## src/rtl/mirfak_pipeline_ctrl_if.sv

```systemverilog
// Hazard-unit interface between the pipeline datapath (master) and the controller (slave).
interface mirfak_pipeline_ctrl_if;
    logic [4:0]  id_rs1_i;
    logic [4:0]  id_rs2_i;
    logic        id_use_rs1_i;
    logic        id_use_rs2_i;
    logic        id_take_branch_i;
    logic [4:0]  ex_rd_i;
    logic        ex_wen_i;
    logic        ex_is_load_i;
    logic        ex_exception_i;
    logic [4:0]  wb_rd_i;
    logic        wb_wen_i;
    logic        mem_busy_i;
    logic [1:0]  id_fwd_a_sel_o;
    logic [1:0]  id_fwd_b_sel_o;
    logic        ifid_enable_o;
    logic        ifid_clear_o;
    logic        idex_enable_o;
    logic        idex_clear_o;
    logic        exwb_enable_o;
    logic        exwb_clear_o;
    logic        trap_redirect_o;
    logic [31:0] stall_count_o;

    modport master (
        output id_rs1_i, id_rs2_i, id_use_rs1_i, id_use_rs2_i, id_take_branch_i,
               ex_rd_i, ex_wen_i, ex_is_load_i, ex_exception_i, wb_rd_i, wb_wen_i,
               mem_busy_i,
        input  id_fwd_a_sel_o, id_fwd_b_sel_o, ifid_enable_o, ifid_clear_o,
               idex_enable_o, idex_clear_o, exwb_enable_o, exwb_clear_o,
               trap_redirect_o, stall_count_o
    );

    modport slave (
        input  id_rs1_i, id_rs2_i, id_use_rs1_i, id_use_rs2_i, id_take_branch_i,
               ex_rd_i, ex_wen_i, ex_is_load_i, ex_exception_i, wb_rd_i, wb_wen_i,
               mem_busy_i,
        output id_fwd_a_sel_o, id_fwd_b_sel_o, ifid_enable_o, ifid_clear_o,
               idex_enable_o, idex_clear_o, exwb_enable_o, exwb_clear_o,
               trap_redirect_o, stall_count_o
    );
endinterface

```

## src/rtl/mirfak_pipeline_ctrl.sv

```systemverilog
// Three-stage pipeline hazard controller: forwarding, load-use stalls, branch and trap flushes.
// Optional stall-cycle counter enabled by defining MIRFAK_STALL_COUNTER_EN.
module mirfak_pipeline_ctrl (
    input  logic                    clk_i,
    input  logic                    rst_i,
    mirfak_pipeline_ctrl_if.slave   pif
);

    localparam logic [1:0] FwdIdSel = 2'd0;
    localparam logic [1:0] FwdExSel = 2'd1;
    localparam logic [1:0] FwdWbSel = 2'd2;

    typedef enum logic [1:0] {StRun, StFlush, StRedirect} state_e;

    state_e state_q, state_d;

    logic       ifid_en, ifid_clr, idex_en, idex_clr, exwb_en, exwb_clr, trap;
    logic [1:0] fwd_a, fwd_b;
    logic       load_use;

    // x0 is hardwired zero, so writes to it never forward or stall.
    function automatic logic [1:0] fwd_sel(input logic [4:0] rs,
                                           input logic [4:0] ex_rd, input logic ex_wen,
                                           input logic [4:0] wb_rd, input logic wb_wen);
        if (ex_wen && ex_rd != 5'd0 && ex_rd == rs) begin
            return FwdExSel;
        end else if (wb_wen && wb_rd != 5'd0 && wb_rd == rs) begin
            return FwdWbSel;
        end
        return FwdIdSel;
    endfunction

    always_comb begin
        load_use = pif.ex_is_load_i && pif.ex_wen_i && (pif.ex_rd_i != 5'd0) &&
                   ((pif.id_use_rs1_i && pif.ex_rd_i == pif.id_rs1_i) ||
                    (pif.id_use_rs2_i && pif.ex_rd_i == pif.id_rs2_i));
    end

    always_comb begin
        fwd_a = FwdIdSel;
        fwd_b = FwdIdSel;
        if (!rst_i) begin
            fwd_a = fwd_sel(pif.id_rs1_i, pif.ex_rd_i, pif.ex_wen_i, pif.wb_rd_i, pif.wb_wen_i);
            fwd_b = fwd_sel(pif.id_rs2_i, pif.ex_rd_i, pif.ex_wen_i, pif.wb_rd_i, pif.wb_wen_i);
        end
    end

    always_comb begin
        state_d  = state_q;
        ifid_en  = 1'b1;
        idex_en  = 1'b1;
        exwb_en  = 1'b1;
        ifid_clr = 1'b0;
        idex_clr = 1'b0;
        exwb_clr = 1'b0;
        trap     = 1'b0;
        if (rst_i) begin
            state_d  = StRun;
            ifid_en  = 1'b0;
            idex_en  = 1'b0;
            exwb_en  = 1'b0;
            ifid_clr = 1'b1;
            idex_clr = 1'b1;
            exwb_clr = 1'b1;
        end else if (pif.mem_busy_i) begin
            // Full freeze: nothing advances, nothing is cleared, state holds.
            ifid_en = 1'b0;
            idex_en = 1'b0;
            exwb_en = 1'b0;
        end else begin
            unique case (state_q)
                StRun: begin
                    if (pif.ex_exception_i) begin
                        ifid_clr = 1'b1;
                        idex_clr = 1'b1;
                        exwb_clr = 1'b1;
                        state_d  = StFlush;
                    end else if (load_use) begin
                        ifid_en  = 1'b0;
                        idex_en  = 1'b0;
                        idex_clr = 1'b1;
                    end else if (pif.id_take_branch_i) begin
                        ifid_clr = 1'b1;
                    end
                end
                StFlush: begin
                    ifid_en  = 1'b0;
                    idex_en  = 1'b0;
                    exwb_en  = 1'b0;
                    ifid_clr = 1'b1;
                    idex_clr = 1'b1;
                    exwb_clr = 1'b1;
                    state_d  = StRedirect;
                end
                StRedirect: begin
                    trap    = 1'b1;
                    idex_en = 1'b0;
                    exwb_en = 1'b0;
                    state_d = StRun;
                end
                default: state_d = StRun;
            endcase
        end
    end

    always_ff @(posedge clk_i) begin
        if (rst_i) begin
            state_q <= StRun;
        end else begin
            state_q <= state_d;
        end
    end

`ifdef MIRFAK_STALL_COUNTER_EN
    logic [31:0] stall_cnt_q;

    always_ff @(posedge clk_i) begin
        if (rst_i) begin
            stall_cnt_q <= 32'd0;
        end else if (state_q == StRun && !idex_en) begin
            stall_cnt_q <= stall_cnt_q + 32'd1;
        end
    end

    assign pif.stall_count_o = stall_cnt_q;
`else
    assign pif.stall_count_o = 32'd0;
`endif

    assign pif.id_fwd_a_sel_o  = fwd_a;
    assign pif.id_fwd_b_sel_o  = fwd_b;
    assign pif.ifid_enable_o   = ifid_en;
    assign pif.ifid_clear_o    = ifid_clr;
    assign pif.idex_enable_o   = idex_en;
    assign pif.idex_clear_o    = idex_clr;
    assign pif.exwb_enable_o   = exwb_en;
    assign pif.exwb_clear_o    = exwb_clr;
    assign pif.trap_redirect_o = trap;

endmodule

```

## src/flat_wrapper.sv

```systemverilog
// flat-port wrapper written by rule: the top's interface ports become plain ports
module mirfak_pipeline_ctrl_flat 
  (clk_i, rst_i, pif_id_rs1_i, pif_id_rs2_i, pif_id_use_rs1_i, pif_id_use_rs2_i, pif_id_take_branch_i, pif_ex_rd_i, pif_ex_wen_i, pif_ex_is_load_i, pif_ex_exception_i, pif_wb_rd_i, pif_wb_wen_i, pif_mem_busy_i, pif_id_fwd_a_sel_o, pif_id_fwd_b_sel_o, pif_ifid_enable_o, pif_ifid_clear_o, pif_idex_enable_o, pif_idex_clear_o, pif_exwb_enable_o, pif_exwb_clear_o, pif_trap_redirect_o, pif_stall_count_o);
  mirfak_pipeline_ctrl_if pif_i ();
  input  logic clk_i;
  input  logic rst_i;
  input wire logic [$bits(pif_i.id_rs1_i)-1:0] pif_id_rs1_i;
  input wire logic [$bits(pif_i.id_rs2_i)-1:0] pif_id_rs2_i;
  input wire logic [$bits(pif_i.id_use_rs1_i)-1:0] pif_id_use_rs1_i;
  input wire logic [$bits(pif_i.id_use_rs2_i)-1:0] pif_id_use_rs2_i;
  input wire logic [$bits(pif_i.id_take_branch_i)-1:0] pif_id_take_branch_i;
  input wire logic [$bits(pif_i.ex_rd_i)-1:0] pif_ex_rd_i;
  input wire logic [$bits(pif_i.ex_wen_i)-1:0] pif_ex_wen_i;
  input wire logic [$bits(pif_i.ex_is_load_i)-1:0] pif_ex_is_load_i;
  input wire logic [$bits(pif_i.ex_exception_i)-1:0] pif_ex_exception_i;
  input wire logic [$bits(pif_i.wb_rd_i)-1:0] pif_wb_rd_i;
  input wire logic [$bits(pif_i.wb_wen_i)-1:0] pif_wb_wen_i;
  input wire logic [$bits(pif_i.mem_busy_i)-1:0] pif_mem_busy_i;
  output wire logic [$bits(pif_i.id_fwd_a_sel_o)-1:0] pif_id_fwd_a_sel_o;
  output wire logic [$bits(pif_i.id_fwd_b_sel_o)-1:0] pif_id_fwd_b_sel_o;
  output wire logic [$bits(pif_i.ifid_enable_o)-1:0] pif_ifid_enable_o;
  output wire logic [$bits(pif_i.ifid_clear_o)-1:0] pif_ifid_clear_o;
  output wire logic [$bits(pif_i.idex_enable_o)-1:0] pif_idex_enable_o;
  output wire logic [$bits(pif_i.idex_clear_o)-1:0] pif_idex_clear_o;
  output wire logic [$bits(pif_i.exwb_enable_o)-1:0] pif_exwb_enable_o;
  output wire logic [$bits(pif_i.exwb_clear_o)-1:0] pif_exwb_clear_o;
  output wire logic [$bits(pif_i.trap_redirect_o)-1:0] pif_trap_redirect_o;
  output wire logic [$bits(pif_i.stall_count_o)-1:0] pif_stall_count_o;
  assign pif_i.id_rs1_i = pif_id_rs1_i;
  assign pif_i.id_rs2_i = pif_id_rs2_i;
  assign pif_i.id_use_rs1_i = pif_id_use_rs1_i;
  assign pif_i.id_use_rs2_i = pif_id_use_rs2_i;
  assign pif_i.id_take_branch_i = pif_id_take_branch_i;
  assign pif_i.ex_rd_i = pif_ex_rd_i;
  assign pif_i.ex_wen_i = pif_ex_wen_i;
  assign pif_i.ex_is_load_i = pif_ex_is_load_i;
  assign pif_i.ex_exception_i = pif_ex_exception_i;
  assign pif_i.wb_rd_i = pif_wb_rd_i;
  assign pif_i.wb_wen_i = pif_wb_wen_i;
  assign pif_i.mem_busy_i = pif_mem_busy_i;
  assign pif_id_fwd_a_sel_o = pif_i.id_fwd_a_sel_o;
  assign pif_id_fwd_b_sel_o = pif_i.id_fwd_b_sel_o;
  assign pif_ifid_enable_o = pif_i.ifid_enable_o;
  assign pif_ifid_clear_o = pif_i.ifid_clear_o;
  assign pif_idex_enable_o = pif_i.idex_enable_o;
  assign pif_idex_clear_o = pif_i.idex_clear_o;
  assign pif_exwb_enable_o = pif_i.exwb_enable_o;
  assign pif_exwb_clear_o = pif_i.exwb_clear_o;
  assign pif_trap_redirect_o = pif_i.trap_redirect_o;
  assign pif_stall_count_o = pif_i.stall_count_o;
  mirfak_pipeline_ctrl u_core (.clk_i(clk_i), .rst_i(rst_i), .pif(pif_i));
endmodule
```

## config.mk

```make
export PLATFORM = sky130hd
export DESIGN_NAME = mirfak_pipeline_ctrl_flat
export DESIGN_NICKNAME = d
export VERILOG_FILES = /design/src/rtl/mirfak_pipeline_ctrl_if.sv /design/src/rtl/mirfak_pipeline_ctrl.sv /design/src/flat_wrapper.sv
export SDC_FILE = /design/constraint.sdc
export NUM_CORES = 1
export LEC_CHECK = 0
export CORE_ASPECT_RATIO = 0.75
export CORE_UTILIZATION = 27
export DETAILED_ROUTE_END_ITERATION = 8
export PLACE_DENSITY = 0.82
export SLEW_MARGIN = 20
export SYNTH_ARGS = -nofsm -noshare
export SYNTH_HDL_FRONTEND = slang
export SYNTH_SLANG_ARGS = --single-unit
```

## constraint.sdc

```tcl
create_clock -name clk_i -period 1.4 [get_ports clk_i]
set_clock_uncertainty 0.15 [all_clocks]
set_input_delay 0.21 -clock clk_i [delete_from_list [all_inputs] [get_ports clk_i]]
set_output_delay 0.21 -clock clk_i [all_outputs]
set_load 0.05 [all_outputs]
```

# Word level (Yosys, flattened, before mapping)
# Index checks and enable logic that the tools add are counted.
# W data, S select, Z words.
word_totals:
  input_bits: 30
  out_inout_bits: 43
  register_bits: 2
  word_cells: 71
classes:
  n_reduce_logical: 17
  bitwise_logic: 1
  muxes: 45
  eq_ne: 7
op_table:
  columns: ["op", "n"]
  rows:
  - ["$mux W1", 30]
  - ["$eq A5 B5 Y1", 4]
  - ["$mux W2", 9]
  - ["$logic_and A1 B1 Y1", 11]
  - ["$pmux W1 S2", 5]
  - ["$reduce_bool A5 Y1", 2]
  - ["$pmux W2 S2", 1]
  - ["$eq A2 B1 Y1 const B", 1]
  - ["$eq A2 B2 Y1 const B", 1]
  - ["$logic_not A2 Y1", 1]
  - ["$ne A2 B2 Y1 const B", 1]
  - ["$reduce_and A2 Y1", 1]
  - ["$reduce_or A2 Y1", 1]
  - ["$logic_or A1 B1 Y1", 1]
  - ["$not A1 Y1", 1]

# Logic depth before layout (Yosys ltp)
depth:
  depth_word: 9
  mapped_depth: 8
  depth_no_buf: 8

# Worst setup path before layout
# OpenSTA, ideal clock, no wires.
synth_path:
  path_kind: "register to output"
  start: "register u_core.state_q[0]"
  end: "output pif_ifid_clear_o"
  path_stages_with_launch: 9
  arrival_ns: 2.121
  required_time_ns: 1.040
  slack_ns: -1.081
  path_buffers: 0
  path_cell_list: "dfxtp_1 -> inv_1 -> ha_1 -> nor2_1 -> nor3_1 -> nor2_1 -> inv_1 -> a21oi_1 -> a41oi_1"
synth_via:
  elab_chain_cells: 4
  word_cells_on_any_way: 5
  cone_classes: "1 x eq/ne; 3 x mux; 1 x reduce/logical"
synth_rtl:
  columns: ["item", "line_no", "text"]
  rows:
  - ["start: declaration", "mirfak_pipeline_ctrl.sv:15", "state_e state_q, state_d;"]
  - ["start signal: assignment", "mirfak_pipeline_ctrl.sv:108", "state_q <= StRun;"]
  - ["start signal: assignment", "mirfak_pipeline_ctrl.sv:110", "state_q <= state_d;"]
  - ["$eq A2 B1 Y1 or $logic_not A2 Y1 (tied branches)", "mirfak_pipeline_ctrl.sv:71", "unique case (state_q)"]
  - ["$pmux W1 S2 (*)", "mirfak_pipeline_ctrl.sv:71", null]
  - ["$mux W1 (*)", "mirfak_pipeline_ctrl.sv:65", "end else if (pif.mem_busy_i) begin"]
  - ["$mux W1 (*)", "mirfak_pipeline_ctrl.sv:57", "if (rst_i) begin"]
  - ["end: declaration", "flat_wrapper.sv:22", "output wire logic [$bits(pif_i.ifid_clear_o)-1:0] pif_ifid_clear_o;"]
# Every way passes the cells marked *; elsewhere a longest branch is shown, timed or not.

# Worst setup path after layout
# Same ends and word-level chain as after synthesis.

==> results.py <==
metrics = {
    "outcome": {
        "outcome": "finished, violations left",
        "violated_checks": "setup timing",
    },
    "sta": {
        "timing.final.hold_violations": 0,
        "rsz0062_at_grt": "true",
        "fin_ws_ns": -0.606,
        "final.period_utilization_pct": 143,
        "fin_tns_setup_ns": -5.16,
        "setup-violations-final": 12,
        "fin_crit_ns": 2.01,
        "slew_violations": 0,
        "fmax_ghz": 0.499,
    },
    "yosys": {
        "yosysTopAreaCell": "buf_4",
        "yosysTopAreaCellShare_pct": 31.4,
        "postSynth.topFlopCell": "dfxtp_1",
        "synthesis.yosys.warnings": 0,
        "synth_most_common_cell": "buf_4",
        "ys_top_cells_by_count": "buf_4, xnor2_1, xor2_1",
        "average_instance_area_after_synthesis_sq_um": 7.21,
        "synth_edf_count": 0,
        "post_synth_instance_area_sq_um": 764,
        "number_of_distinct_library_cell_variants_in_the_gate_level_netlist_after_synthesis": 26,
        "synth_async_reset_ratio_pct": 0,
        "synth.area.top_cells": "buf_4, xnor2_1, xor2_1",
        "portion_of_the_post_synthesis_area_used_by_sequential_elements_pct": 5.24,
        "syn-instance-count": 106,
        "postSynthRegisterBits": 2,
    },
    "worst_setup_path": {
        "kind_of_cell_with_the_highest_combined_delay_on_the_critical_path": "simple AND/OR/NAND/NOR gates",
        "worst-setup-path-type": "flop to output pin",
        "worstPathRequired_ns": 1.04,
        "path_common_cell": "nor2_4",
        "crit_arrival_ns": 1.65,
        "setup.worst_path.start_class": "flop",
        "worst-path-buf-inv": 3,
        "critical-path-slowest-cell": "dfxtp_4",
        "worst_setup_path_end_kind": "output pin",
        "timing.critical_path.cells": "inv_4 > ha_4 > nor2_4 > nor3_4 > nor2_4 > inv_2 > a21oi_2 > a41oi_4 > buf_12",
        "critPathMaxStageDelay_ns": 0.35,
        "critical_path.max_fanout": 3,
    },
    "pwr": {
        "power.leakage_nw": 0.793,
        "combPwrFrac_pct": 70.4,
        "pwr_density_cell_mw_per_mm2": 575,
        "power.share.sequential_pct": 6.5,
        "internal_power_mw": 0.519,
        "p_sw_mw": 0.486,
        "power_switching_share_pct": 48.3,
        "power.ir.vdd_worst_v": 0.000318,
        "clkPwrFrac_pct": 23.1,
    },
    "final_layout": {
        "post_route_cells_drive_above_1_share_pct": 59.0,
        "antennaDiodeCount": 0,
        "final_area_sq_mm": 0.00175,
        "largest_register": "u_core.state_q",
        "fin_nets": 218,
        "layout-area-overhead-vs-synth_pct": 129,
        "leading_registers_by_flop_count": "u_core.state_q (2)",
        "number_of_flip_flops_under_the_largest_register_name": 2,
    },
    "global_route": {
        "grt_start_max_net_pins": 8,
        "grt_pass1_vias": 901,
        "overflow": 0,
        "groute.usage.overall_pct": 19.9,
        "grt_pass1_wl_microns": 4420,
        "antenna_violations_before_repair": 0,
    },
    "route": {
        "wl_met3_microns": 98,
        "met2_wire_length_microns": 1530,
        "post-route-drc-count": 0,
        "route.final.wire_length_microns": 3000,
        "drt-vias-per-instance": 4.19,
        "dr.pass1.iters": 4,
        "wire_per_inst_microns": 13.7,
        "antenna_left": 0,
        "top_layer": "met4",
        "via_count": 917,
        "drt-met1-wl_microns": 1330,
        "drt_iter0_markers": 10,
    },
    "clocking": {
        "clk_tree_root_cell": "clkbuf_8",
        "tritoncts_num_sinks": 2,
        "clock_insertion_delay_worst_skew_ns": 0.22,
        "cts_tree": "built",
        "cts_htree_levels": 1,
        "cts-root-to-sink-buffers": 2,
        "path_clk_slew_ns": 0.03,
        "cts_buffers": 3,
    },
    "die": {
        "io_pins": 73,
        "initial_utilization_pct": 28.9,
        "die_width_microns": 63.4,
        "die_area_sq_mm": 0.00305,
        "fp-row-count": 16,
        "fp.coreArea_sq_mm": 0.00264,
        "dieHeight_microns": 48.1,
    },
    "placement": {
        "io_buffers": 40,
        "place_congestion": 0.882,
        "place.detailed.hpwl_microns": 2130,
        "dpl-instance-area_sq_mm": 0.00149,
    },
    "job": {
        "drv.max_cap_violation_count": 0,
    },
    "min_path": {
        "worst_hold_path_type": "input pin to flop",
    },
}
[final timing paths]
check / start / endpoint / slack (ns) / cells after the start
worst max-delay path: u_core.state_q[0] / pif_ifid_clear_o / -0.61 / 9
worst max register to register: u_core.state_q[0] / u_core.state_q[1] / -0.31 / 7
worst min register to register: u_core.state_q[0] / u_core.state_q[0] / 0.42 / 2
worst min-delay path: rst_i / u_core.state_q[1] / 0.37 / 3
[logic make-up (layout without fill, tap and decap cells)]
group,Yosys count,after routing,synth area share (%)
and+or+nand+nor,26,26,19.6
adders and majority gates,3,3,4.91
xor gates and xnor gates,20,20,22.9
other,1,32,0.491
buffers and inverters,39,85,34.9
DFF,2,2,5.24
AOI/OAI and AO/OA,15,15,11.9
[power by group through the flow]
stage	logic [mW]	registers, mW	clock network [mW]
floorplan	0.443	0.0654	0
detailed placement	0.629	0.0662	0
global placement	0.621	0.0660	0
finish	0.708	0.0656	0.232
CTS	0.654	0.0655	0.236
global route	0.737	0.0659	0.253
[cell usage in the layout, fill, tap and decap left out, types with 3 or more instances in the layout]
| cell type | instances |
|---|---|
| clkbuf_8 | 3 |
| a21oi_4 | 4 |
| nor2_4 | 4 |
| buf_12 | 10 |
| xor2_1 | 8 |
| buf_4 | 25 |
| buf_2 | 10 |
| clkbuf_2 | 3 |
| ha_4 | 3 |
| clkdlybuf4s50_1 | 6 |
| xnor2_1 | 9 |
| inv_1 | 3 |
| nand3_1 | 4 |
| buf_6 | 13 |
| conb_1 | 32 |
[worst register-to-register path, cell delays in order, from the launching register on]
cell     delay [ns]
dfxtp_4        0.37
inv_4          0.05
ha_4           0.16
buf_4          0.14
and2b_2        0.20
buf_4          0.13
or3_1          0.32
a21oi_1        0.12
[cell type report]
class                      instances  area, sq um
fill                             212          893
clock buffer                       3         41.3
inverter                           7         31.3
multi-input combinational         96          835
timing repair buffer              75          752
tap                               36         45.0
sequential                         2         45.0
[through the flow]
stage / power [mW] / hold slack (ns) / setup WS [ns] / utilization [%] / instances
floorplan: 0.508 / 0.122 / -0.514 / - / 137
global placement: 0.687 / 0.344 / -0.888 / 56.5 / 208
detailed placement: 0.695 / 0.345 / -0.915 / 56.5 / 208
CTS: 0.955 / 0.342 / -0.546 / 61.8 / 216
global route: 1.06 / 0.381 / -0.649 / 66.2 / 219
finish: 1.01 / 0.367 / -0.606 / 66.2 / 219
[routing by layer]
metal  GRT usage, %  up-vias
li1               -      443
met1           23.8      438
met2           36.8       32
met3           4.29        4
met4           6.36        0
met5              0        -
[repair_timing]
action,in CTS,in global routing
hold buffers,0,0
setup endpoints to repair,12,12
pin swaps,17,17
gates resized for setup,98,27
buffers inserted,5,5
(Power assumes the default switching activity.)
